## config.mk

```make
export PLATFORM = sky130hd
export DESIGN_NAME = cache_req_arbiter
export DESIGN_NICKNAME = d
export VERILOG_FILES = /design/src/rtl/cache_req_arbiter_pkg.sv /design/src/rtl/cache_rr_pick.sv /design/src/rtl/cache_req_arbiter.sv
export SDC_FILE = /design/constraint.sdc
export NUM_CORES = 1
export LEC_CHECK = 0
export BUFFER_PORTS_ARGS = -buffer_cell sky130_fd_sc_hd__buf_2
export CORE_AREA = 4 4 119 121
export CTS_BUF_LIST = sky130_fd_sc_hd__clkbuf_2 sky130_fd_sc_hd__clkbuf_4 sky130_fd_sc_hd__clkbuf_8
export DETAILED_ROUTE_END_ITERATION = 10
export DIE_AREA = 0 0 123 125
export PLACE_DENSITY_LB_ADDON = 0.1
export SYNTH_ARGS = -nofsm -noshare
export SYNTH_HDL_FRONTEND = slang
export SYNTH_SLANG_ARGS = --single-unit
```

## constraint.sdc

```tcl
create_clock -name clk -period 1.7 [get_ports clk]
set_input_delay 0.085 -clock clk [delete_from_list [all_inputs] [get_ports clk]]
set_output_delay 0.085 -clock clk [all_outputs]
set_load 0.05 [all_outputs]
```

## src/rtl/cache_req_arbiter_pkg.sv

```systemverilog
// Shared cache package: arbiter FSM state encoding and round-robin helper.
//
// Contents:
//   arb_state_e - arbiter FSM states (IDLE=0, BUSY=1)
//   rr_next     - candidate index at a given offset past the last grant
package cache_req_arbiter_pkg;

   typedef enum logic {
      IDLE = 1'b0,
      BUSY = 1'b1
   } arb_state_e;

   // Master index 'off' positions after 'last', wrapping over n masters.
   function automatic int rr_next(input int last, input int off, input int n);
      return (last + off) % n;
   endfunction

endpackage

```

## src/rtl/cache_rr_pick.sv

```systemverilog
// Combinational round-robin picker.
//
// Ports:
//   req        - per-master request vector
//   last_grant - master that most recently completed a transaction
//   found      - at least one request is pending
//   index      - first requester at or after last_grant+1, wrapping
module cache_rr_pick
   import cache_req_arbiter_pkg::*;
#(
   parameter int N_MASTERS = 2,
   parameter int IDX_W     = $clog2(N_MASTERS)
) (
   input  logic [N_MASTERS-1:0] req,
   input  logic [IDX_W-1:0]     last_grant,
   output logic                 found,
   output logic [IDX_W-1:0]     index
);

   logic [IDX_W-1:0] cand;

   // Scan from the farthest offset down to the nearest so the nearest
   // pending requester after last_grant is the one left standing.
   always_comb begin
      found = 1'b0;
      index = '0;
      cand  = '0;
      for (int off = N_MASTERS; off >= 1; off--) begin
         cand = IDX_W'(rr_next(int'(last_grant), off, N_MASTERS));
         if (req[cand]) begin
            found = 1'b1;
            index = cand;
         end
      end
   end

endmodule

```

## src/rtl/cache_req_arbiter.sv

```systemverilog
// Round-robin arbiter sharing one cache front-end port among N_MASTERS
// native masters. A granted request is captured into local registers so
// the cache side never sees live master inputs while a transaction is
// outstanding.
//
// Ports:
//   clk, reset            - clock, asynchronous active-high reset
//   m_valid/m_addr/
//   m_wdata/m_wstrb       - packed per-master requests (wstrb==0 -> read)
//   m_rdata, m_ready      - per-master read data and completion pulse
//   s_valid/s_addr/
//   s_wdata/s_wstrb       - request toward the cache
//   s_rdata, s_ready      - cache response
//   grant_id              - master owning the current transaction
module cache_req_arbiter
   import cache_req_arbiter_pkg::*;
#(
   parameter  int N_MASTERS = 2,
   parameter  int ADDR_W    = 32,
   parameter  int DATA_W    = 32,
   localparam int NBYTES    = DATA_W / 8,
   localparam int IDX_W     = $clog2(N_MASTERS)
) (
   input  logic                          clk,
   input  logic                          reset,
   input  logic [N_MASTERS-1:0]          m_valid,
   input  logic [N_MASTERS*ADDR_W-1:0]   m_addr,
   input  logic [N_MASTERS*DATA_W-1:0]   m_wdata,
   input  logic [N_MASTERS*NBYTES-1:0]   m_wstrb,
   output logic [N_MASTERS*DATA_W-1:0]   m_rdata,
   output logic [N_MASTERS-1:0]          m_ready,
   output logic                          s_valid,
   output logic [ADDR_W-1:0]             s_addr,
   output logic [DATA_W-1:0]             s_wdata,
   output logic [NBYTES-1:0]             s_wstrb,
   input  logic [DATA_W-1:0]             s_rdata,
   input  logic                          s_ready,
   output logic [IDX_W-1:0]              grant_id
);

   arb_state_e        state_q;
   logic [IDX_W-1:0]  grant_q;
   logic [IDX_W-1:0]  last_q;
   logic [ADDR_W-1:0] addr_q;
   logic [DATA_W-1:0] wdata_q;
   logic [NBYTES-1:0] wstrb_q;

   logic              pick_found;
   logic [IDX_W-1:0]  pick_idx;
   logic              done;

   cache_rr_pick #(
      .N_MASTERS (N_MASTERS)
   ) u_pick (
      .req        (m_valid),
      .last_grant (last_q),
      .found      (pick_found),
      .index      (pick_idx)
   );

   // s_ready only means something while a request is outstanding.
   assign done = (state_q == BUSY) && s_ready;

   // Arbitration happens only in IDLE, so a master still holding m_valid
   // on its completion cycle is never re-granted from that stale cycle.
   always_ff @(posedge clk or posedge reset) begin
      if (reset) begin
         state_q <= IDLE;
         grant_q <= '0;
         last_q  <= IDX_W'(N_MASTERS - 1);
         addr_q  <= '0;
         wdata_q <= '0;
         wstrb_q <= '0;
      end else begin
         case (state_q)
            IDLE: begin
               if (pick_found) begin
                  state_q <= BUSY;
                  grant_q <= pick_idx;
                  addr_q  <= m_addr [pick_idx*ADDR_W +: ADDR_W];
                  wdata_q <= m_wdata[pick_idx*DATA_W +: DATA_W];
                  wstrb_q <= m_wstrb[pick_idx*NBYTES +: NBYTES];
               end
            end
            BUSY: begin
               if (s_ready) begin
                  state_q <= IDLE;
                  last_q  <= grant_q;
               end
            end
            default: state_q <= IDLE;
         endcase
      end
   end

   assign s_valid  = (state_q == BUSY);
   assign s_addr   = addr_q;
   assign s_wdata  = wdata_q;
   assign s_wstrb  = wstrb_q;
   assign grant_id = grant_q;

   // Completion is routed combinationally so the master sees it in the
   // same cycle the cache answers; everything else reads as zero.
   always_comb begin
      m_ready = '0;
      m_rdata = '0;
      if (done) begin
         m_ready[grant_q]                  = 1'b1;
         m_rdata[grant_q*DATA_W +: DATA_W] = s_rdata;
      end
   end

endmodule

```

; After elaboration in Yosys (flattened, before gate mapping)
; Cells that the tools add are included.
[classes]
mux = 15
shift = 5
order_cmp = 4
reduce_logical = 4
bitwise = 2
addsub = 3
[ops]
columns = op, count
row1 = 64-bit by 7-bit variable part select with 32-bit output, 2
row2 = 64-bit bitwise AND, 1
row3 = 64-bit two-way mux, 1
row4 = "32-bit by 34-bit variable shift with 64-bit output, first input constant", 1
row5 = 32-bit by 34-bit variable part select with 64-bit output, 1
row6 = 6-bit negation with 34-bit output, 1
row7 = 1-bit two-way mux, 11
row8 = 8-bit by 4-bit variable part select with 4-bit output, 1
row9 = "1-bit by 2-bit < comparator with 1-bit output, second input constant", 3
row10 = 2-bit AND reduction, 2
row11 = "1-bit adder, second input constant", 2
row12 = 1-bit logical AND, 2
row13 = 2-bit two-way mux, 1
row14 = 1-bit one-hot mux with 2 select lines, 1
row15 = 1-bit demux with 1-bit select, 1
row16 = "1-bit greater-or-equal comparator, second input constant", 1
row17 = 1-bit NOT, 1
[totals]
in_bits = 173
reg_bits = 71
output_inout_bits = 136
word_cells = 39

; Logic depth before layout (Yosys ltp)
[depth]
word_depth = 7
mapped_depth = 6
ltp_nobuf = 3

; Cells and area by module
; Synthesis repeated with hierarchy kept, for this count alone.
[unflattened]
hier_cells = 305
hier_area_um2 = 3976.3
[by_module_without_submodules]
columns = mod, seq_area_each_um2, n_inst, area_per_inst_um2, cells_per_inst
row1 = cache_req_arbiter, 1778.0, 1, 3962.6, 303
row2 = cache_rr_pick, 0.0, 1, 13.8, 2

; Least setup slack after synthesis
; No wires, ideal clock.
[synth_timing]
kind = register to output
from = register state_q (netlist: s_valid)
to = output m_rdata[55]
path_stages_with_launch = 5
arrival_time_ns = 1.895
setup_slack_ns = -0.280
required_ns = 1.615
n_path_buf = 1
path_cell_list = dfrtp_1 -> nand2_1 -> nor2_1 -> buf_2 -> and2_1
[synth_between]
elab_chain_cells = 2
[synth_lines]
columns = item, line_no
row1 = from (decl), cache_req_arbiter.sv:41  ; arb_state_e state_q;
row2 = from (signal assigned), cache_req_arbiter.sv:68  ; state_q <= IDLE;
row3 = from (signal assigned), cache_req_arbiter.sv:78  ; state_q <= BUSY;
row4 = from (signal assigned), cache_req_arbiter.sv:87  ; state_q <= IDLE;
row5 = 1-bit logical AND, cache_req_arbiter.sv:62  ; assign done = (state_q == BUSY) && s_ready;
row6 = 64-bit two-way mux, cache_req_arbiter.sv:107  ; if (done) begin
row7 = to (decl), cache_req_arbiter.sv:30  ; output logic [N_MASTERS*DATA_W-1:0] m_rdata,
; Every way passes these cells.

; Worst setup path in the final report
[layout_timing]
from = register grant_q (netlist: grant_id)
to = output m_rdata[7]
[layout_between]
elab_chain_cells = 4
word_cells_on_any_way = 5
classes_between = add/sub (1) / shift (2) / mux (1) / bitwise (1)
[layout_lines]
columns = item, line_no
row1 = from (decl), cache_req_arbiter.sv:42  ; logic [IDX_W-1:0] grant_q;
row2 = from (signal assigned), cache_req_arbiter.sv:79  ; grant_q <= pick_idx;
row3 = 6-bit negation with 34-bit output (*), cache_req_arbiter.sv:109  ; m_rdata[grant_q*DATA_W +: DATA_W] = s_rdata;
row4 = 32-bit by 34-bit variable part select with 64-bit output or 32-bit by 34-bit variable shift with 64-bit output (tied branches), cache_req_arbiter.sv:109
row5 = 64-bit bitwise AND (no source line) (*), -
row6 = 64-bit two-way mux (*), cache_req_arbiter.sv:107
; Mark *: on every way between the ends. The rest lies on a longest branch, timed or not.

==> flow_results.org <==
** Finish
- The layout has 1167 filler cells.
- In the final layout, the share of cells above drive strength 1 is 0.411.
- Layout-stage area growth over the synthesis result :: 99.9%
- Total number of nets in the final design :: 1062

** Timing
- For the final routed database, the setup TNS stands at 0 ps.
- Crit share post-route :: 0.973
- Worst Max-Slew Pin Slew :: 393 ps
- For this run, the top clock speed supported by timing is 0.604 GHz.
- Count of endpoints failing hold in the final timing report :: 0
- Measured against its own limit, the worst slew margin works out to 0.738.
- Final setup violation count :: 0
- The routed design could run at a clock period as short as 1650 ps.
- Across all hold checks on the routed design, the worst slack comes to 41.6 ps.
- Across the routed clock network, the largest skew measured is 11.0 ps.
- Slew Viols, Final :: 0

** GRT
- Total routing resource utilization after global routing :: 0.207
- For met3 alone, demand over resource in global routing was 0.0434.
- The global routing stage identified its most utilized layer as met2.
- Number of antenna violations at the first check in global routing :: 3
- For this run, global-route usage on met2 was measured as 0.369.
- Total overflow reported by the global router :: 0
- The first global-routing pass estimated 25200 um of wire.
- Global-route track usage on met1 :: 0.220
- Via count of the first global-routing pass :: 5186
- Entering global routing, the biggest net connects 72 pins.

** Floorplan
- The initial utilization of the core area, before any placement, comes to 0.279.
- The floorplan step defined a core boundary enclosing 13100 um^2.
- During I/O placement, the number of pins put on the boundary was 309.
- The floorplan has 42 rows.
- In this run the horizontal extent of the chip is 123 um.
- Die area :: 15400 um^2
- Y dimension of the die :: 125 um

** Clock network
- Total clock buffers created by CTS :: 9
- CTS tree :: done
- Clock transition at path regs :: 70 ps
- Clock latency reported for the late side of the worst-skew pair :: 350 ps
- Counting every sink on the clock net gives 71.
- CTS Buffer Depth :: 2
- Clock tree synthesis selected as its root buffer the cell clkbuf_8.
- The H-tree was split into 3 levels.

** Setup path
- STA classifies the critical path endpoint as a primary output.
- Setup crit start kind :: flop
- Max Fanout on Critical Path :: 16
- Required time at the endpoint of the critical path :: 1620 ps
- Critical Setup Path Class :: flop to primary output
- STA puts the critical path data arrival time at 1570 ps.

** Power
- Power spread over the standard cell area amounts to 1090 nW/um^2.
- The analysis attributes to cell leakage a power of 3.63 nW.
- The worst-case IR drop observed on VDD is 0.000388 V.

** Min path
- The worst hold path belongs to the class primary input to flop.

** Detailed routing
- In the routed layout, each cell is associated on average with a via count of 4.59.
- The pre-antenna-repair detailed-routing pass consisted of 4 iterations.
- In the final routed layout, each cell accounts on average for 15.7 um.
- For this run, design rule violations remaining after detail routing come to 0.
- Number of vias after detailed routing :: 4924
- The detail route stage leaves a number of antenna-violating nets equal to 0.
- Final routed wirelength across all metal layers :: 16900 um
- In this run, the number of DRC markers left after iteration 0 of detailed routing was 226.

** Synthesis
- Averaged over all synthesized cells, the footprint is 8.06 um^2.
- Largest area contributor in the synthesized netlist :: dfrtp_1
- Synth unique cells :: 17
- Counting instances in the post-synthesis netlist gives the leading cell types as nand2_1, dfrtp_1, nor2_1.
- The share of synthesized area in the top cell type comes to 0.479.
- FFs w/ async S/R, synth :: 1.00
- Leading cell types by total area after synthesis :: dfrtp_1, nand2_1, a31oi_1
- Seq/Total Area, Yosys :: 0.486
- Library cell with the highest instance count after synthesis :: nand2_1
- In this run, synthesis produced a sequential element count of 71.
- The Yosys step of the flow raised 0 warnings.
- Syn Std Cell Area :: 3660 um^2
- Counting every instance in the synthesized netlist gives 454.
- The most used flip-flop cell after synthesis is dfrtp_1.
- Total nets after synthesis :: 627
- EDFF count, synth :: 0

** Run
- Across the run, the number of max-cap violations was 0.

** Placement
- Once detailed placement completed, the half-perimeter wirelength came to 11000 um.
- The congestion estimate from routability-driven global placement came to 0.907.
- The count of buffers added on input and output ports is 308.

** Status
- The run finished with clean final reports.
-- per-stage QoR --
stage / instances / total power, mW / worst slack [ps] / instance area (um^2) / util
5_1_grt: 1073 / 8.35 / -17.0 / 7310 / 0.559
3_3_place_gp: 911 / 6.03 / 279 / 5390 / 0.412
4_1_cts: 1064 / 7.92 / -9.79 / 7150 / 0.546
6_report: 1073 / 7.94 / 45.2 / 7310 / 0.559
3_5_place_dp: 911 / 6.06 / 282 / 5390 / 0.412
2_1_floorplan: 454 / 5.05 / 9.28 / 3680 / -
-- cell type report --
cell class	count	area, um^2	area share
repair buffers	460	3360	0.459
flip-flops and latches	71	1780	0.244
multi-input cells	345	1720	0.235
well taps	176	220	0.0301
clock buffers	12	146	0.0200
clock inverters	4	70.1	0.00959
inverters	2	11.3	0.00154
diodes	3	7.51	0.00103
-- power breakdown --
| group | internal, mW | total, mW | switching [mW] |
|---|---|---|---|
| Combinational | 1.23 | 4.11 | 2.87 |
| Sequential | 2.11 | 2.33 | 0.220 |
| Clock | 0.872 | 1.51 | 0.635 |
| Total | 4.21 | 7.94 | 3.73 |
-- cells in the final DEF, fill, tap and decap left out, types with 9 or more instances in the layout --
cell type      count
a31oi_1           68
dlygate4sd3_1    137
buf_4             54
dfrtp_1           68
and2_2            17
clkbuf_8           9
buf_2            244
nand2_1          136
and2_1            46
nor2_1            68
buf_6             15
-- flip-flops by register name, summed over array words and instances, names as in the netlist --
register,cells
s_addr,32
s_wdata,32
s_wstrb,4
grant_id,1
last_q,1
s_valid,1
-- repair_timing --
action | 4_1_cts | 5_1_grt
hold endpoints to repair | 138 | 0
hold buffers | 137 | 0
pin swaps | 0 | 0
gates resized for setup | 67 | 28
gates cloned | 0 | 3
buffers inserted | 0 | 3
setup endpoints to repair | 64 | 66
-- kinds of logic (layout without fill, tap and decap cells) --
kind of cell           count (synthesis)  count (layout)  share of synthesized area
buffers and inverters                 38             478                     0.0609
AOI/OAI and AO/OA                     74              74                      0.131
DFF                                   71              71                      0.486
and+or+nand+nor                      271             271                      0.322
other                                  0               3                          0
-- worst max-delay path, cell delays in order, from the launching register on --
cell     delay, ps
dfrtp_2        410
buf_4          150
nor2_4         140
buf_6          180
and2_1         150
buf_4          200
-- path summary, 6_finish.rpt --
check | cells past startpoint | startpoint | end | slack [ps]
worst min-delay path | 2 | m_valid[1] | s_valid | 40
max in group asynchronous | 4 | reset | last_q | 970
worst max-delay path | 5 | grant_id | m_rdata[7] | 50
worst max register to register | 4 | last_q | s_wdata[4] | 340
worst min register to register | 2 | s_addr[2] | s_addr[2] | 540
min in group asynchronous | 4 | reset | s_wdata[22] | 390
-- routing by layer --
layer,vias to the layer above,wire [um]
met5,-,0
met2,243,8560
met1,2265,6220
met4,0,816
met3,60,1270
li1,2356,-
No activity file was read; power rests on OpenSTA's default activity.
